[config.mk]
export PLATFORM = sky130hd
export DESIGN_NAME = imem_stream_loader
export DESIGN_NICKNAME = d
export VERILOG_FILES = /design/src/rtl/imem_stream_loader.sv
export SDC_FILE = /design/constraint.sdc
export NUM_CORES = 1
export LEC_CHECK = 0
export ABC_AREA = 1
export CORE_MARGIN = 1.5
export CORE_UTILIZATION = 52
export DETAILED_ROUTE_END_ITERATION = 8
export PLACE_DENSITY = 0.8
export SKIP_LAST_GASP = 1
export SLEW_MARGIN = 40
export SYNTH_ARGS = -nofsm -noshare
export SYNTH_HDL_FRONTEND = slang
export SYNTH_SLANG_ARGS = --single-unit
[constraint.sdc]
create_clock -name clk -period 2.6 [get_ports clk]
set_clock_uncertainty 0.05 [all_clocks]
set_input_delay 0.39 -clock clk [delete_from_list [all_inputs] [get_ports clk]]
set_output_delay 0.39 -clock clk [all_outputs]
set_load 0.02 [all_outputs]
[src/rtl/imem_stream_loader.sv]
// imem_stream_loader
//   Turns a little-endian byte stream into 32-bit IMEM word writes and holds
//   the core in reset until the image is fully loaded.
//   Stream: CNT_LO, CNT_HI (word count N), then N words of 4 bytes, LSB first.
//
// Ports
//   clk, rst          clock, synchronous active-high reset
//   load_start        single-cycle pulse starting a load session
//   in_valid/in_data  byte source; transfer when in_valid && in_ready
//   in_ready          loader can take a byte this cycle
//   imem_we           one-cycle write strobe per assembled word
//   imem_addr/wdata   word-aligned byte address and word; hold between writes
//   core_rst          datapath reset, low only once loading is DONE
//   done / err        load complete / word count exceeded DEPTH
//   words_loaded      words written in the current session
module imem_stream_loader #(
    parameter int                ADDR_W    = 64,
    parameter logic [ADDR_W-1:0] BASE_ADDR = '0,
    parameter int                DEPTH     = 256
) (
    input  logic              clk,
    input  logic              rst,
    input  logic              load_start,
    input  logic              in_valid,
    input  logic [7:0]        in_data,
    output logic              in_ready,
    output logic              imem_we,
    output logic [ADDR_W-1:0] imem_addr,
    output logic [31:0]       imem_wdata,
    output logic              core_rst,
    output logic              done,
    output logic              err,
    output logic [15:0]       words_loaded
);

    typedef enum logic [2:0] {
        S_IDLE, S_LEN0, S_LEN1, S_CHECK, S_DATA, S_WRITE, S_DONE, S_ERROR
    } state_e;

    // 17 bits so a 16-bit count can be compared against DEPTH without truncation
    localparam logic [16:0] DEPTH_W = 17'(DEPTH);

    state_e            state_q, state_d;
    logic [15:0]       cnt_q, cnt_d;
    logic [15:0]       word_idx_q, word_idx_d;
    logic [1:0]        byte_idx_q, byte_idx_d;
    logic [31:0]       asm_q, asm_d;
    logic [ADDR_W-1:0] addr_q, addr_d;
    logic [31:0]       wdata_q, wdata_d;
    logic [15:0]       words_q, words_d;

    always_comb begin
        state_d    = state_q;
        cnt_d      = cnt_q;
        word_idx_d = word_idx_q;
        byte_idx_d = byte_idx_q;
        asm_d      = asm_q;
        addr_d     = addr_q;
        wdata_d    = wdata_q;
        words_d    = words_q;
        in_ready   = 1'b0;
        imem_we    = 1'b0;

        case (state_q)
            S_IDLE, S_DONE, S_ERROR: begin
                if (load_start) begin
                    state_d = S_LEN0;
                    words_d = '0;
                end
            end
            S_LEN0: begin
                in_ready = 1'b1;
                if (in_valid) begin
                    cnt_d[7:0] = in_data;
                    state_d    = S_LEN1;
                end
            end
            S_LEN1: begin
                in_ready = 1'b1;
                if (in_valid) begin
                    cnt_d[15:8] = in_data;
                    state_d     = S_CHECK;
                end
            end
            S_CHECK: begin
                if (cnt_q == '0) begin
                    state_d = S_DONE;
                end else if ({1'b0, cnt_q} > DEPTH_W) begin
                    state_d = S_ERROR;
                end else begin
                    state_d    = S_DATA;
                    byte_idx_d = '0;
                    word_idx_d = '0;
                end
            end
            S_DATA: begin
                in_ready = 1'b1;
                if (in_valid) begin
                    asm_d[{byte_idx_q, 3'b000} +: 8] = in_data;
                    byte_idx_d = byte_idx_q + 2'd1;
                    // Last byte: latch the output registers now so the write
                    // is presented in the very next cycle.
                    if (byte_idx_q == 2'd3) begin
                        state_d = S_WRITE;
                        addr_d  = BASE_ADDR + (ADDR_W'(word_idx_q) << 2);
                        wdata_d = {in_data, asm_q[23:0]};
                    end
                end
            end
            S_WRITE: begin
                imem_we = 1'b1;
                words_d = words_q + 16'd1;
                if (word_idx_q == cnt_q - 16'd1) begin
                    state_d = S_DONE;
                end else begin
                    state_d    = S_DATA;
                    word_idx_d = word_idx_q + 16'd1;
                end
            end
            default: state_d = S_IDLE;
        endcase
    end

    always_ff @(posedge clk) begin
        if (rst) begin
            state_q    <= S_IDLE;
            cnt_q      <= '0;
            word_idx_q <= '0;
            byte_idx_q <= '0;
            asm_q      <= '0;
            addr_q     <= '0;
            wdata_q    <= '0;
            words_q    <= '0;
        end else begin
            state_q    <= state_d;
            cnt_q      <= cnt_d;
            word_idx_q <= word_idx_d;
            byte_idx_q <= byte_idx_d;
            asm_q      <= asm_d;
            addr_q     <= addr_d;
            wdata_q    <= wdata_d;
            words_q    <= words_d;
        end
    end

    assign core_rst     = (state_q != S_DONE);
    assign done         = (state_q == S_DONE);
    assign err          = (state_q == S_ERROR);
    assign imem_addr    = addr_q;
    assign imem_wdata   = wdata_q;
    assign words_loaded = words_q;

endmodule
# Yosys cells after proc, flatten, opt, wreduce, memory -nomap -nowiden
# Cells that the tools add are included.
[word_totals] ff_bits=133 latchBits=0 ramBits=0 mem_bits_ro=0 input_bits=12 output_inout_bits=117 word_cells=72 memories=0
[classes] addsub=5 n_mul=0 div_mod_pow=0 magnitude_cmp=1 n_eq_ne=18 shift=2 n_mux=22 bitwise_logic=0 n_reduce_logical=15
[op_table] op="$mux 16" n=4
[op_table] op="$pmux 16 s2" n=2
[op_table] op="$add 16x1->16 const B" n=2
[op_table] op="$bwmux 32" n=1
[op_table] op="$shift 8x7->32 const A" n=1
[op_table] op="$shiftx 8x7->32" n=1
[op_table] op="$pmux 3 s6" n=1
[op_table] op="$eq 16x16->1" n=1
[op_table] op="$gt 16x9->1 const B" n=1
[op_table] op="$logic_not 16->1" n=1
[op_table] op="$ne 2x2->1 const B" n=8
[op_table] op="$sub 16x1->16 const B" n=1
[op_table] op="$mux 3" n=5
[op_table] op="$eq 3x3->1 const B" n=4
[op_table] op="$mux 2" n=6
[op_table] op="$reduce_and 2->1" n=4
[op_table] op="$reduce_and 4->1" n=2
[op_table] op="$neg 5->7" n=1
[op_table] op="$eq 3x2->1 const B" n=2
[op_table] op="$reduce_bool 2->1" n=3
[op_table] op="$reduce_or 3->1" n=2
[op_table] op="$reduce_and 5->1" n=1
[op_table] op="$pmux 2 s2" n=1
[op_table] op="$eq 3x1->1 const B" n=1
[op_table] op="other kinds (6)" n=7

# Logic depth before layout (Yosys ltp)
[logic_depth] word_depth=4 mapped_depth=17 depth_no_buf=17

# Worst setup path before layout
# OpenSTA, ideal clock, no wires.
[synth_path] kind="register -> register" from="register cnt_q[0]" to="register word_idx_q[3]" setup_ps=138 arrival_ps=1824 required_ps=2412 slack_ps=588 path_stages_with_launch=15 n_path_buf=1 synth_period_minus_slack_ps=2012 cell_sequence="dfxtp_1 -> inv_1 -> ha_1 -> nand2_1 -> nand2_1 -> nand2_1 -> nand2_1 -> nand3b_1 -> nor3_2 -> nand3_1 -> nand2_2 -> nand2_4 -> buf_2 -> nand3_1 -> a21oi_2"
[synth_between] elab_chain_len=4 elab_cells_between_ends=8 cone_classes="add/sub: 1; order compare: 1; eq/ne: 4; reduce/logical: 2"
[synth_rtl] element="start, declared" line="44" text="logic [15:0] cnt_q, cnt_d;"
[synth_rtl] element="start signal, assigned" line="136" text="cnt_q <= cnt_d;"
[synth_rtl] element="$sub 16x1->16" line="113" text="if (word_idx_q == cnt_q - 16'd1) begin"
[synth_rtl] element="$eq 16x16->1" line="113"
[synth_rtl] element="$ne 2x2->1 (no source line)"
[synth_rtl] element="$reduce_and 4->1 (no source line) (*)"
[synth_rtl] element="end signal, assigned" line="137" text="word_idx_q <= word_idx_d;"
[synth_rtl] element="end, declared" line="45" text="logic [15:0] word_idx_q, word_idx_d;"
# Every way passes the cells marked *; elsewhere a longest branch is shown, timed or not.
# A chain may end at the register's enable or synchronous reset.

# Worst setup path in the final report
[layout_path] from="register state_q[0]" to="output port in_ready"
[layout_between] elab_chain_len=3 elab_cells_between_ends=5 cone_classes="eq/ne: 3; mux: 1; reduce/logical: 1"
[layout_rtl] element="start, declared" line="43" text="state_e state_q, state_d;"
[layout_rtl] element="start signal, assigned" line="135" text="state_q <= state_d;"
[layout_rtl] element="$eq 3x3->1 (tied with other cells)" line="64" text="case (state_q)"
[layout_rtl] element="$reduce_or 3->1 (no source line) (*)"
[layout_rtl] element="$mux 1 (*)" line="64"
[layout_rtl] element="end, declared" line="26" text="output logic in_ready,"
# Marks and branches as above.

==> reports/results.tsv <==
stage	metric	value	unit
synthesis	sequential-to-total area share from yosys stat	0.3842	
synthesis	Synth async-reset ratio	0	
drt	Top Metal Used	met4	
place	Port Buffer Count	80	
pwr	LEAKAGE	2.901	nW
drt	Final ANT Viol Nets	0	
worst_setup_path	Setup CP Type	reg2out	
drt	met3 wire len	1025	um
clock_network	# H-tree levels	4	
synthesis	Synth Cell Area	6514	sq um
flow_run	MaxCap Viol Count	0	
timing	Slew @ Worst Pin	635.8	ps
global_routing	initial antenna violation count	0	
synthesis	syn avg cell area	7.088	sq um
pwr	total power draw	6.051	mW
final_layout	Fillers	1095	
final_layout	most frequent cells in the layout	191 x nand2_1, 125 x dfxtp_1, 111 x a21oi_1	
synthesis	Main synth FF type	dfxtp_1	
drt	1st-pass router iterations	5	
clock_network	Setup Buffers After CTS	0	
place	DP Area	7262	sq um
timing	part of the cycle the worst path needs	0.9458	
hold_path	Worst Hold Class	in2reg	
timing	Setup-failing EPs final	0	
synthesis	Syn Inst Count	919	
clock_network	Reg clk slew, reported paths	60	ps
die	Core Area	12110	sq um
drt	wire length on met1	7165	um
final_layout	Nets	1009	
pwr	PD cells	771.1	nW/um^2
worst_setup_path	top fanout value on the critical path	6	
final_layout	Core Util, Final	0.6479	
timing	max_slew headroom	0.5757	
clock_network	clk root buf	clkbuf_16	
worst_setup_path	Setup crit start kind	register	
synthesis	synth warn	0	
synthesis	count of cell types in the netlist	43	
global_routing	global-route wire length before repair	25680	um
timing	min Tclk post-route	2459	ps
clock_network	# resized after CTS	0	
timing	fmax	0.4067	GHz
drt	Iter 0 DRT Violations	350	
final_layout	layout cells sized above 1	0.08991	
hold_path	WHS Path Cells	2	
die	die height	114.9	um
synthesis	EDFF count, synth	0	
timing	RSZ-0062 raised after global routing	false	
synthesis	Post-Synth XOR/XNOR Area	0.03227	
drt	routed wl met2	7066	um
global_routing	vias in the first global route	5459	
worst_setup_path	R2R depth	15	
timing	setup TNS	0	ps
final_layout	Reg area	2502	sq um
timing	Slew Viols, Final	0	
synthesis	mux contribution to synthesized area	0	
clock_network	clk sinks	125	
final_layout	multi-input logic area	3376	sq um
final_layout	final instance area	7848	sq um
synthesis	Adder-Cell Fraction of Synth Area	0.01729	
place	pre-CTS setup slack	325.9	ps
final_layout	antenna cell count	0	
timing	post-route setup slack	141.0	ps
synthesis	simple-gate share of the synthesized area	0.2993	
worst_setup_path	CP arrival	2020	ps
synthesis	Seq cells post-synth	125	
synthesis	compound-gate portion of the synthesized area	0.1393	
timing	count of final hold-check violations	0	
final_layout	commonest non-fill, non-tap cell in the layout	nand2_1	
synthesis	largest family of logic cells by synthesized area	simple AND/OR/NAND/NOR gates	
clock_network	Clock Latency Late Sink	430	ps
worst_setup_path	WP data required	2160	ps
worst_setup_path	CP Capture Type	output port	
drt	Vias/cell	5.169	
global_routing	total global-route track usage	0.2445	
final_layout	area grow syn2layout	20.48	%
die	Initial Util	0.5378	
die	Row Count	40	
drt	via count	6042	
run_status	status	completed	
die	die area	13210	sq um
die	I/O pins	129	
clock_network	hold_buf cts	0	
drt	final wirelength	15610	um
drt	Routed wire per std cell	13.35	um
pwr	VDD IR max	0.0006218	V
place	GP Congestion	0.9408	
clock_network	CTS tree	built	
place	DP HPWL	10900	um
global_routing	largest net degree at the start of global routing	40	
clock_network	Num CTS Buffers	17	
die	die width	114.9	um
drt	drt drc	0	
clock_network	clock buffer depth	2	
global_routing	GR Overflow Total	0	
-- registers in the layout, indices dropped and copies added, names as in the netlist --
register      cells
word_idx_q       16
words_loaded     16
cnt_q            16
imem_wdata       32
byte_idx_q        2
asm_q            24
state_q           3
imem_addr        16
-- layer usage --
metal  track usage  up-vias
met3       0.05219       27
met1        0.3235     2756
met4        0.1029        0
met2        0.3885      205
met5             0        -
li1              -     3054
-- where the power goes --
group | switching [mW] | internal (mW)
combinational | 1.11 | 0.547
clock | 0.871 | 1.41
sequential | 0.113 | 2.00
-- cells in the mapped netlist, drive strengths merged, types with 6 or more instances --
| library cell | number | area [sq um] |
|---|---|---|
| a21oi | 121 | 643.1 |
| xnor2 | 9 | 78.83 |
| nor2 | 82 | 342.8 |
| o21ai | 30 | 150.1 |
| or3 | 16 | 100.1 |
| clkbuf | 37 | 146.4 |
| ha | 9 | 112.6 |
| nand2 | 206 | 834.6 |
| xor2 | 15 | 131.4 |
| nand4 | 7 | 43.79 |
| dfxtp | 125 | 2502 |
| nand3 | 90 | 455.4 |
| inv | 71 | 266.5 |
| nor3 | 18 | 95.09 |
| nand3b | 6 | 45.04 |
| buf | 57 | 415.4 |
-- worst paths after layout --
check	start	end	slack, ps
hold reg to reg	imem_addr[12]	imem_addr[12]	410
setup / recovery	state_q[0]	in_ready	140
hold / removal	rst	asm_q[7]	320
setup reg to reg	cnt_q[1]	word_idx_q[13]	260
-- critical path, cell delays in order, from the launching register on --
cell	delay, ps
dfxtp_1	430
inv_2	90
nor2_1	150
nand2_1	90
nand2_1	70
inv_1	50
nand2_1	90
clkdlybuf4s50_1	610
-- cells by family after synthesis --
family | Yosys count
AO/OA/AOI/OAI | 165
XOR/XNOR | 24
adder cells (fa/ha/maj) | 9
buffers and inverters | 165
flip-flops | 125
other | 1
AND/OR/NAND/NOR | 430
-- layout make-up --
class	count	share of cell area
multi-input combinational	677	0.4302
sequential	125	0.3189
timing repair buffer	96	0.1173
clock buffer	22	0.06170
inverter	71	0.03396
tap	168	0.02679
clock inverter	10	0.01116
-- through the flow --
stage / hold slack [ps] / instances
after floorplan: 395.9 / 966
after CTS: 310.5 / 1168
final: 315.0 / 1169
after global routing: 332.4 / 1169
after global placement: 398.3 / 1136
after detailed placement: 402.7 / 1136
Power figures use the tool's default switching activity.
